### src/rtl/mux4_rr_arbiter.sv
// Round-robin arbiter/sequencer in front of a 4:1 single-bit mux.
// Optional owner hold timeout: define MUX4_ARB_HOLD_TIMEOUT_EN.

module mux4_dataflow (
  input  logic [3:0] x,
  input  logic [1:0] c,
  output logic       y
);

  assign y = (x[0] & ~c[1] & ~c[0])
           | (x[1] & ~c[1] &  c[0])
           | (x[2] &  c[1] & ~c[0])
           | (x[3] &  c[1] &  c[0]);

endmodule

module mux4_rr_arbiter #(
  parameter int unsigned MAX_HOLD = 8
) (
  input  logic       clk,
  input  logic       reset,
  input  logic [3:0] REQ,
  input  logic [3:0] X,
  output logic [3:0] GNT,
  output logic [1:0] C,
  output logic       VALID,
  output logic       Y
);

  typedef enum logic [1:0] {
    IDLE,
    GRANT,
    TURN
  } state_t;

  if (MAX_HOLD < 2 || MAX_HOLD > 255) begin : g_bad_hold
    $error("MAX_HOLD out of range 2..255");
  end

  state_t     state;
  state_t     state_n;
  logic [3:0] gnt_n;
  logic [1:0] c_n;
  logic       valid_n;
  logic [1:0] ptr;
  logic [1:0] ptr_n;
  logic [1:0] win;
  logic [1:0] idx;
  logic       found;
  logic       expire;
  logic       mux_y;

  // First set request scanning upward from the pointer, wrapping at 3.
  always_comb begin
    found = 1'b0;
    win   = ptr;
    idx   = ptr;
    for (int k = 0; k < 4; k++) begin
      idx = ptr + 2'(k);
      if (!found && REQ[idx]) begin
        found = 1'b1;
        win   = idx;
      end
    end
  end

`ifdef MUX4_ARB_HOLD_TIMEOUT_EN
  localparam logic [7:0] HOLD_LAST = 8'(MAX_HOLD - 1);

  logic [7:0] hold;
  logic [7:0] hold_n;
  logic       others;

  assign others = |(REQ & ~GNT);
  assign expire = (hold == HOLD_LAST) && others;

  always_comb begin
    hold_n = '0;
    if (state == GRANT) begin
      hold_n = (hold == HOLD_LAST) ? hold : hold + 8'd1;
    end
  end

  always_ff @(posedge clk or posedge reset) begin
    if (reset) begin
      hold <= '0;
    end else begin
      hold <= hold_n;
    end
  end
`else
  assign expire = 1'b0;
`endif

  always_comb begin
    state_n = state;
    gnt_n   = GNT;
    c_n     = C;
    valid_n = VALID;
    ptr_n   = ptr;
    unique case (state)
      IDLE: begin
        if (found) begin
          state_n = GRANT;
          gnt_n   = 4'(1) << win;
          c_n     = win;
          valid_n = 1'b1;
          ptr_n   = win + 2'd1;
        end else begin
          gnt_n   = '0;
          valid_n = 1'b0;
        end
      end
      GRANT: begin
        if (!REQ[C] || expire) begin
          state_n = TURN;
          gnt_n   = '0;
          valid_n = 1'b0;
        end
      end
      TURN: begin
        state_n = IDLE;
        gnt_n   = '0;
        valid_n = 1'b0;
      end
      default: begin
        state_n = IDLE;
        gnt_n   = '0;
        valid_n = 1'b0;
      end
    endcase
  end

  always_ff @(posedge clk or posedge reset) begin
    if (reset) begin
      state <= IDLE;
      GNT   <= '0;
      C     <= '0;
      VALID <= 1'b0;
      ptr   <= '0;
    end else begin
      state <= state_n;
      GNT   <= gnt_n;
      C     <= c_n;
      VALID <= valid_n;
      ptr   <= ptr_n;
    end
  end

  mux4_dataflow u_mux (
    .x (X),
    .c (C),
    .y (mux_y)
  );

  assign Y = VALID & mux_y;

endmodule
### config.mk
export PLATFORM = sky130hd
export DESIGN_NAME = mux4_rr_arbiter
export DESIGN_NICKNAME = d
export VERILOG_FILES = /design/src/rtl/mux4_rr_arbiter.sv
export SDC_FILE = /design/constraint.sdc
export NUM_CORES = 1
export LEC_CHECK = 0
export CORE_MARGIN = 2
export CORE_UTILIZATION = 40
export CTS_BUF_LIST = sky130_fd_sc_hd__clkbuf_16
export DETAILED_ROUTE_END_ITERATION = 12
export HOLD_SLACK_MARGIN = 0.05
export PLACE_DENSITY = 0.77
export SETUP_SLACK_MARGIN = 0.4
export SKIP_LAST_GASP = 1
export SYNTH_ARGS = -nofsm -noshare
export SYNTH_HDL_FRONTEND = slang
export SYNTH_SLANG_ARGS = --single-unit
### constraint.sdc
create_clock -name clk -period 1.65 [get_ports clk]
set_input_delay 0.33 -clock clk [delete_from_list [all_inputs] [get_ports clk]]
set_output_delay 0.33 -clock clk [all_outputs]
set_load 0.05 [all_outputs]
==> results of run 1 <==
worst max-delay path, delay by kind of cell (launching register included):
| kind | cells | cell delay, ns |
|---|---|---|
| buffers and inverters | 1 | 0.14 |
| DFF | 1 | 0.37 |
| muxes | 1 | 0.51 |
| and+or+nand+nor | 1 | 0.16 |
final cells by class:
cell class,instances,area (um2),area share
Sequential cell,11,279.0,0.2266
Clock buffer,3,75.07,0.06098
Tap cell,16,20.02,0.01626
Clock inverter,1,3.754,0.003049
Timing Repair Buffer,37,326.6,0.2652
Inverter,2,7.507,0.006098
Multi-Input combinational cell,43,519.2,0.4217
logic make-up (layout without fill, tap and decap cells):
logic type               count (synthesis)  after routing  synth area share
AO/OA/AOI/OAI                           18             18            0.2055
buffers and inverters                    3             43           0.02936
AND/OR/NAND/NOR                         19             19            0.1859
multiplexers                             2              2           0.07045
flip-flops                              11             11            0.4305
adder cells (fa/ha/maj)                  4              4           0.07828
power groups by stage:
| stage | clock network [W] | registers [W] | logic, W |
|---|---|---|---|
| after global routing | 0.000462 | 0.000553 | 0.00174 |
| after floorplan | 0 | 0.000771 | 0.000472 |
| after detailed placement | 0 | 0.000500 | 0.00108 |
| after CTS | 0.000437 | 0.000510 | 0.00146 |
| after global placement | 0 | 0.000494 | 0.00107 |
| final | 0.000441 | 0.000544 | 0.00168 |
Yosys cell counts, types with 2 or more instances:
| cell | n | area share |
|---|---|---|
| o21ai_0 | 4 | 0.031 |
| a22o_1 | 4 | 0.055 |
| nor2_1 | 4 | 0.023 |
| nand2b_1 | 2 | 0.020 |
| mux4_2 | 2 | 0.070 |
| inv_1 | 2 | 0.012 |
| or2_1 | 3 | 0.029 |
| a21oi_1 | 2 | 0.016 |
| ha_1 | 4 | 0.078 |
| nor3b_1 | 2 | 0.023 |
| dfrtp_1 | 11 | 0.43 |
| nor2b_1 | 2 | 0.020 |
flip-flops by register name, indices dropped and copies added, names as in the netlist:
name,count
GNT,4
C,2
ptr,2
state,2
VALID,1
layer usage:
metal,share of wire,track usage,vias to the layer above
li1,-,-,292
met1,0.38,0.2831,328
met2,0.49,0.4353,48
met3,0.074,0.09167,18
met4,0.058,0.2000,0
met5,0,0,-
timing repair:
action	4_1_cts	5_1_grt
endpoints found under the setup margin	13	13
hold buffers	0	0
pin swaps	15	7
gates resized for setup	48	21
buffers inserted	8	2
stage by stage:
| stage | cell area (um2) | setup TNS (ns) | util | hold slack, ns |
|---|---|---|---|---|
| final | 1231 | -0.1975 | 0.8173 | 0.3772 |
| after global routing | 1231 | -0.3908 | 0.8173 | 0.4267 |
| after CTS | 1172 | -0.09647 | 0.7782 | 0.3911 |
| after detailed placement | 888.4 | -4.228 | 0.5897 | 0.4396 |
| after global placement | 888.4 | -4.059 | 0.5897 | 0.4336 |
| after floorplan | 654.4 | -0.05574 | - | 0.1823 |
path summary, 6_finish.rpt:
path / end / slack [ns]
setup / recovery: Y / -0.1
hold / removal: state[1]$_DFFE_PP0P_ / 0.38
setup reg to reg: state[0]$_DFFE_PP0P_ / -0.03
hold reg to reg: state[1]$_DFFE_PP0P_ / 0.48
max in group asynchronous: ptr[0]$_DFFE_PP0P_ / 0.95
min in group clk: state[1]$_DFFE_PP0P_ / 0.48
==> run_results.csv, run 1 <==
group,metric,value,unit
status,status,"complete, but fails checks",
status,violations,"negative setup slack",
clock_network,path_clk_slew,0.04,ns
worst_setup_path,reg2reg_from,"C[0]$_DFFE_PP0P_",
route,wl_per_cell,21.94,um
power_and_ir_drop,vdd_drop_max,1695,uV
sta,skew,0.004899,ns
sta,tightestPinTransition,0.4150,ns
route,routed_wl,2.479,mm
route,route.detailed.drc,0,
power_and_ir_drop,clockPowerShare,0.165,
power_and_ir_drop,p_leak,0.5560,nW
clock_network,cts_buffers,3,
sta,setup_viol,6,
clock_network,clock-sinks,11,
sta,timing.final.crit_period,1.746,ns
sta,hold_violations,0,
floorplan,pin_count,18,
sta,fmax,572.6,MHz
route,ant_nets,0,
place,post-place-ws,-0.4980,ns
sta,max-slew-margin-rel,0.7230,
route,via_per_inst,6.071,
cells_and_area,syn2layout_area_growth,92.56,%
synthesis,async_flop_share,1.000,
worst_setup_path,cp-end-kind,"output port",
worst_setup_path,startpoint_type,"register",
global_route,antenna_found_initial,0,
synthesis,syn_area,639.4,um2
cells_and_area,drive_gt1_frac,0.6804,
worst_setup_path,crit_fanout,2,
synthesis,syn_area_per_cell,11.22,um2
power_and_ir_drop,combPwrFrac,0.631,
place,portBuffers,17,
floorplan,fp.dieH,43.98,um
worst_setup_path,path_class,"register to output port",
run,drv_cap,0,
floorplan,placementRows,14,
global_route,overflow,0,
cells_and_area,layout_commonest_cell,"buf_4",
floorplan,start_util,0.4244,
worst_hold_path,hp-class,"input port to async pin",
worst_setup_path,required,1.32,ns
power_and_ir_drop,p_int,0.001517,W
sta,rsz0062_at_grt,"yes",
route,drtIter0Drc,34,
synthesis,synth_nets,71,
worst_setup_path,max_stage_delay,0.51,ns
synthesis,syn_inst,57,
global_route,grt_max_degree,12,
power_and_ir_drop,swShare,0.4313,
synthesis,synth_edf_count,0,
route,vias,686,
global_route,track_usage,0.2677,
synthesis,yosysWarnings,0,
clock_network,root_buffer,"clkbuf_16",
floorplan,die_area,1934,um2
worst_setup_path,crit_chain,"mux4_2 -> and2_4 -> buf_8",
synthesis,ys_types,27,
sta,drv_slew,0,
worst_setup_path,critPathArrivalTime,1.42,ns
worst_setup_path,r2r_cells,6,
worst_setup_path,crit_start,"C[0]$_DFFE_PP0P_",
sta,setup_ws,-0.09630,ns
cells_and_area,final_cells,113,
route,firstDrtPassIters,4,
global_route,grt_pass1_vias,718,
worst_setup_path,crit_path_top_delay_cell,"mux4_2",
power_and_ir_drop,power_frac_seq,0.204,
floorplan,core_area,1506,um2
power_and_ir_drop,switching_power,0.001151,W
cells_and_area,fillCellCount,76,
clock_network,clkLatencyLatePin,0.24,ns
power_and_ir_drop,power_density,2167,nW/um2
power_and_ir_drop,total_power,0.002668,W
place,placedCellCount,99,
sta,finalCritPeriodShare,1.058,
synthesis,synth.yosys.seq_area_share,0.4305,
clock_network,h-tree-depth,1,
synthesis,synth_seq_cells,11,
floorplan,die_x,43.98,um
clock_network,cts_tree,"yes",
place,dp_hpwl,1.199,mm
place,routabilityCongestion,0.8026,
synthesis,ys.flop_type,"dfrtp_1",
cells_and_area,n_antenna_cell,0,
global_route,grt_first_pass_wirelength,3.567,mm
cells_and_area,nets,112,
clock_network,clockBufferDepth,2,
cells_and_area,final_cell_mix,"buf_4, buf_6, dfrtp_1, a22o_1, dlygate4sd2_1",
Note: power is estimated with default switching activity, not from simulation.
==> run 2, diff against run 1 <==
MAX_ROUTING_LAYER = met4   (was not set)
==> run 2 against run 1 <==
Effect of this change: via count rose by 1.7%; critical path depth did not move; die area did not move; wire length rose by 0.61%; utilization did not move; clock power barely moved; power barely moved; the run still ends with negative setup slack left.
==> run_results.csv, run 2 (synthesis gave the netlist of run 1 again) <==
group,metric,value,unit
power_and_ir_drop,swShare,0.4319,
place,portBuffers,17,
worst_setup_path,path_class,"register to output port",
floorplan,placementRows,14,
global_route,grt_pass1_vias,718,
sta,whs,0.3780,ns
clock_network,hold_buffers,0,
power_and_ir_drop,power_frac_seq,0.204,
route,dr.max_layer_used,"met4",
cells_and_area,largest_register_ffs,4,
sta,skew,0.005258,ns
floorplan,die_x,43.98,um
route,drtIter0Drc,31,
worst_setup_path,critPathArrivalTime,1.42,ns
clock_network,path_clk_slew,0.04,ns
cells_and_area,drive_gt1_frac,0.6804,
worst_setup_path,startpoint_type,"register",
sta,fmax,573.0,MHz
clock_network,cts_tree,"yes",
route,wl_per_cell,22.07,um
place,routabilityCongestion,0.8143,
sta,rsz0062_at_grt,"yes",
cells_and_area,syn2layout_area_growth,92.56,%
global_route,track_usage,0.2760,
power_and_ir_drop,p_int,0.001517,W
place,dp_hpwl,1.199,mm
sta,timing.final.crit_period,1.745,ns
route,routed_wl,2.494,mm
power_and_ir_drop,p_leak,0.5560,nW
cells_and_area,final_cell_mix,"buf_4, buf_6, dfrtp_1, a22o_1, dlygate4sd2_1",
route,routed-wl-met3,181,um
worst_setup_path,crit_family,"multiplexers",
worst_setup_path,crit_path_top_delay_cell,"mux4_2",
global_route,grt_max_degree,12,
route,ant_nets,0,
route,vias,698,
worst_setup_path,required,1.32,ns
clock_network,clkLatencyLatePin,0.24,ns
worst_setup_path,crit_fanout,2,
clock_network,root_buffer,"clkbuf_16",
global_route,overflow,0,
sta,drv_slew,0,
cells_and_area,utilization,0.8173,
sta,max-slew-margin-rel,0.7228,
sta,finalCritPeriodShare,1.058,
worst_setup_path,r2r_cells,6,
sta,setup_viol,6,
cells_and_area,nets,112,
run,drv_cap,0,
route,firstDrtPassIters,4,
clock_network,clockBufferDepth,2,
route,via_per_inst,6.177,
floorplan,fp.dieH,43.98,um
cells_and_area,regMostFlops,"GNT",
cells_and_area,n_antenna_cell,0,
floorplan,core_area,1506,um2
route,wl_met2,1.179,mm
worst_setup_path,crit_cells,3,
status,violations,"negative setup slack",
worst_setup_path,crit_chain,"mux4_2 -> and2_4 -> buf_8",
sta,setup_ws,-0.09510,ns
power_and_ir_drop,vdd_drop_max,1692,uV
cells_and_area,layout_commonest_cell,"buf_4",
floorplan,start_util,0.4244,
worst_setup_path,max_stage_delay,0.51,ns
place,placed_cell_area,888.4,um2
clock_network,clock-sinks,11,
place,post-place-ws,-0.4980,ns
cells_and_area,fin_area,1231,um2
power_and_ir_drop,power_density,2169,nW/um2
worst_setup_path,cp.buffers_inverters,1,
worst_hold_path,hp-class,"input port to async pin",
floorplan,pin_count,18,
floorplan,die_area,1934,um2
power_and_ir_drop,clockPowerShare,0.165,
cells_and_area,fillCellCount,76,
sta,hold_violations,0,
sta,tightestPinTransition,0.4154,ns
clock_network,cts_buffers,3,
route,route.detailed.drc,0,
global_route,grt_first_pass_wirelength,3.567,mm
status,status,"complete, but fails checks",
worst_setup_path,cp-end-kind,"output port",
power_and_ir_drop,switching_power,0.001153,W
power_and_ir_drop,combPwrFrac,0.631,
clock_network,h-tree-depth,1,
route,m1WireLength,949,um
global_route,antenna_found_initial,0,
-- run 2: metrics by stage --
step / total power [W] / std cells / setup TNS, ns
6_report: 0.002670 / 113 / -0.2519
5_1_grt: 0.002758 / 113 / -0.3908
4_1_cts: 0.002407 / 111 / -0.09647
3_5_place_dp: 0.001582 / 99 / -4.228
3_3_place_gp: 0.001560 / 99 / -4.059
2_1_floorplan: 0.001243 / 57 / -0.05574
-- run 2: worst register-to-register path, stage by stage (launching register included) --
cell and delay (ns):
dfrtp_2 0.41, buf_4 0.14, buf_6 0.10, buf_6 0.12, mux4_2 0.31, and3b_2 0.28
or2_1 0.22
-- run 2: per-layer routing --
metal  vias to the layer above  track usage
met5                         -            -
met1                       335       0.2831
met4                         0       0.2000
li1                        293            -
met2                        46       0.4353
met3                        24      0.09167
-- run 2: path summary, 6_finish.rpt --
check                                          start                    to  slack (ns)
worst max-delay path                C[0]$_DFFE_PP0P_                     Y        -0.1
worst min-delay path                           reset  state[1]$_DFFE_PP0P_        0.38
worst max register to register      C[0]$_DFFE_PP0P_  state[0]$_DFFE_PP0P_       -0.04
worst min register to register  state[1]$_DFFE_PP0P_  state[1]$_DFFE_PP0P_        0.48
max in group asynchronous                      reset    ptr[0]$_DFFE_PP0P_        0.95
min in group clk                state[1]$_DFFE_PP0P_  state[1]$_DFFE_PP0P_        0.48
-- run 2: cell type report --
cell class | count | area [um2] | area share
Sequential cell | 11 | 279.0 | 0.2266
Timing Repair Buffer | 37 | 326.6 | 0.2652
Multi-Input combinational cell | 43 | 519.2 | 0.4217
Inverter | 2 | 7.507 | 0.006098
Clock inverter | 1 | 3.754 | 0.003049
Clock buffer | 3 | 75.07 | 0.06098
Tap cell | 16 | 20.02 | 0.01626
-- run 2: power by group through the flow --
| stage | sequential, W | clock [W] | combinational, W |
|---|---|---|---|
| 6_report | 0.000544 | 0.000441 | 0.00169 |
| 5_1_grt | 0.000553 | 0.000462 | 0.00174 |
| 4_1_cts | 0.000510 | 0.000437 | 0.00146 |
| 3_5_place_dp | 0.000500 | 0 | 0.00108 |
| 3_3_place_gp | 0.000494 | 0 | 0.00107 |
| 2_1_floorplan | 0.000771 | 0 | 0.000472 |
-- run 2: timing repair --
item / in CTS / in global routing
gates cloned: 0 / 0
setup endpoints to repair: 13 / 13
hold endpoints to repair: 0 / 0
setup buffers: 8 / 2
pin swaps: 15 / 7
resized for setup: 48 / 21
==> run 3, diff against run 2 <==
PLACE_DENSITY = 0.67   (was 0.77)
==> run 3 against run 2 <==
Effect of this change: the run still ends with negative setup slack left; wire length decreased by 25%; setup slack improved by 0.021 ns; global-route usage is 5.4 points lower; final area fell by 2.6%; maximum frequency rose by 1.2%; final cell count unchanged; clock skew shrank 0.0030 ns; sequential cell count stayed put; non-clock buffer count stayed put; critical path depth did not move; count of clock-buffer cells in the layout is the same; combinational power is 6% lower; critical path type unchanged; highest routed layer is now met3.
==> run_results.csv, run 3 (synthesis gave the netlist of run 1 again) <==
group,metric,value,unit
clock_network,h-tree-depth,1,
power_and_ir_drop,total_power,0.002540,W
floorplan,core_area,1506,um2
worst_setup_path,reg2reg_to,"state[0]$_DFFE_PP0P_",
sta,timing.final.crit_period,1.724,ns
power_and_ir_drop,combPwrFrac,0.626,
place,placed_cell_area,888.4,um2
worst_setup_path,reg2reg_from,"C[0]$_DFFE_PP0P_",
cells_and_area,regMostFlops,"GNT",
worst_setup_path,cp-end-kind,"output port",
global_route,antenna_found_initial,0,
worst_setup_path,path_class,"register to output port",
worst_setup_path,crit_family,"multiplexers",
route,wl_per_cell,16.47,um
route,firstDrtPassIters,4,
route,drtIter0Drc,7,
global_route,overflow,0,
sta,whs,0.3848,ns
sta,hold_violations,0,
power_and_ir_drop,p_leak,0.5432,nW
worst_setup_path,cp.buffers_inverters,1,
run,drv_cap,0,
route,route.detailed.drc,0,
worst_setup_path,reg2reg_slack,-0.02,ns
place,post-place-ws,-0.4999,ns
power_and_ir_drop,p_int,0.001486,W
sta,rsz0062_at_grt,"yes",
clock_network,hold_buffers,0,
power_and_ir_drop,power_density,2119,nW/um2
place,portBuffers,17,
worst_setup_path,critPathArrivalTime,1.39,ns
floorplan,placementRows,14,
worst_setup_path,max_stage_delay,0.50,ns
status,violations,"negative setup slack",
clock_network,clkLatencyLatePin,0.24,ns
sta,drv_slew,0,
worst_setup_path,crit_fanout,2,
place,placedCellCount,99,
clock_network,cts_buffers,3,
route,vias,638,
worst_setup_path,required,1.32,ns
worst_setup_path,startpoint_type,"register",
clock_network,cts_tree,"yes",
sta,setup_ws,-0.07433,ns
cells_and_area,layout_commonest_cell,"buf_4",
clock_network,clockBufferDepth,2,
cells_and_area,fin_area,1199,um2
floorplan,pin_count,18,
worst_setup_path,crit_chain,"mux4_2 -> and2_4 -> buf_8",
sta,finalCritPeriodShare,1.045,
power_and_ir_drop,switching_power,0.001054,W
cells_and_area,drive_gt1_frac,0.6289,
clock_network,root_buffer,"clkbuf_16",
global_route,track_usage,0.2217,
power_and_ir_drop,power_frac_seq,0.202,
global_route,grt_max_degree,12,
power_and_ir_drop,swShare,0.4151,
route,ant_nets,0,
floorplan,die_area,1934,um2
floorplan,start_util,0.4244,
cells_and_area,n_antenna_cell,0,
power_and_ir_drop,clockPowerShare,0.172,
place,dp_hpwl,1.110,mm
worst_hold_path,hp-class,"input port to async pin",
global_route,grt_first_pass_wirelength,2.884,mm
cells_and_area,largest_register_ffs,4,
sta,max-slew-margin-rel,0.7088,
cells_and_area,fillCellCount,96,
floorplan,die_x,43.98,um
cells_and_area,nets,112,
floorplan,fp.dieH,43.98,um
power_and_ir_drop,vdd_drop_max,1248,uV
sta,tightestPinTransition,0.4351,ns
worst_setup_path,r2r_cells,6,
place,routabilityCongestion,0.8534,
clock_network,clock-sinks,11,
worst_setup_path,crit_path_top_delay_cell,"mux4_2",
cells_and_area,syn2layout_area_growth,87.48,%
route,via_per_inst,5.646,
cells_and_area,final_cell_mix,"buf_4, dfrtp_1, buf_6, a22o_1, dlygate4sd2_1",
status,status,"complete, but fails checks",
sta,skew,0.002278,ns
sta,setup_viol,3,
sta,fmax,579.9,MHz
cells_and_area,final_cells,113,
route,routed_wl,1.861,mm
clock_network,path_clk_slew,0.04,ns
global_route,grt_pass1_vias,625,
==> run 3: cell types whose count changed in the layout (fill, tap and decap cells not counted), sizes merged <==
cell           before  now
clkdlybuf4s18       0    1
clkdlybuf4s15       0    1
clkbuf              5    3
==> run 3: final cells by class <==
| class | count | area [um2] | share of cell area |
|---|---|---|---|
| repair buffers | 37 | 324.1 | 0.2704 |
| well taps | 16 | 20.02 | 0.01670 |
| inverters | 2 | 7.507 | 0.006263 |
| clock buffers | 3 | 75.07 | 0.06263 |
| flip-flops and latches | 11 | 277.8 | 0.2317 |
| clock inverters | 1 | 3.754 | 0.003132 |
| multi-input cells | 43 | 490.5 | 0.4092 |
==> run 3: worst max-delay path by stage <==
stage          slack [ns]  cells past startpoint                    to             start
2_1_floorplan       -0.03                      4  state[0]$_DFFE_PP0P_  C[1]$_DFFE_PP0P_
3_3_place_gp        -0.48                      7    GNT[0]$_DFFE_PP0P_            REQ[0]
3_5_place_dp        -0.50                      7    GNT[0]$_DFFE_PP0P_            REQ[0]
4_1_cts             -0.09                      3                     Y  C[0]$_DFFE_PP0P_
5_1_grt             -0.10                      3                     Y  C[0]$_DFFE_PP0P_
6_report            -0.07                      3                     Y  C[0]$_DFFE_PP0P_
==> run 3: through the flow <==
stage                     TNS (ns)    util
after global routing       -0.3381  0.7957
after floorplan           -0.05574       -
after detailed placement    -4.139  0.5897
after global placement      -3.915  0.5897
final                      -0.1032  0.7957
after CTS                 -0.08961  0.7575
==> run 3: power groups by stage <==
stage	logic [W]	clock network (W)	registers, W
final	0.00159	0.000436	0.000513
after global routing	0.00168	0.000460	0.000527
after CTS	0.00141	0.000444	0.000507
after detailed placement	0.00109	0	0.000499
after global placement	0.00108	0	0.000499
after floorplan	0.000472	0	0.000771
==> run 3: repair_timing <==
action | CTS | global route
hold endpoints to repair | 0 | 0
setup buffers | 7 | 3
resized for setup | 48 | 9
cloned | 0 | 0
pin swaps | 13 | 3
setup endpoints to repair | 13 | 13
==> run 3: routing by layer <==
| layer | track usage | vias to the layer above | wire length [um] |
|---|---|---|---|
| met1 | 0.2619 | 326 | 804 |
| met3 | 0.08333 | 0 | 97 |
| met2 | 0.3647 | 20 | 959 |
| met5 | - | - | 0 |
| met4 | 0.03636 | 0 | 0 |
| li1 | - | 292 | - |
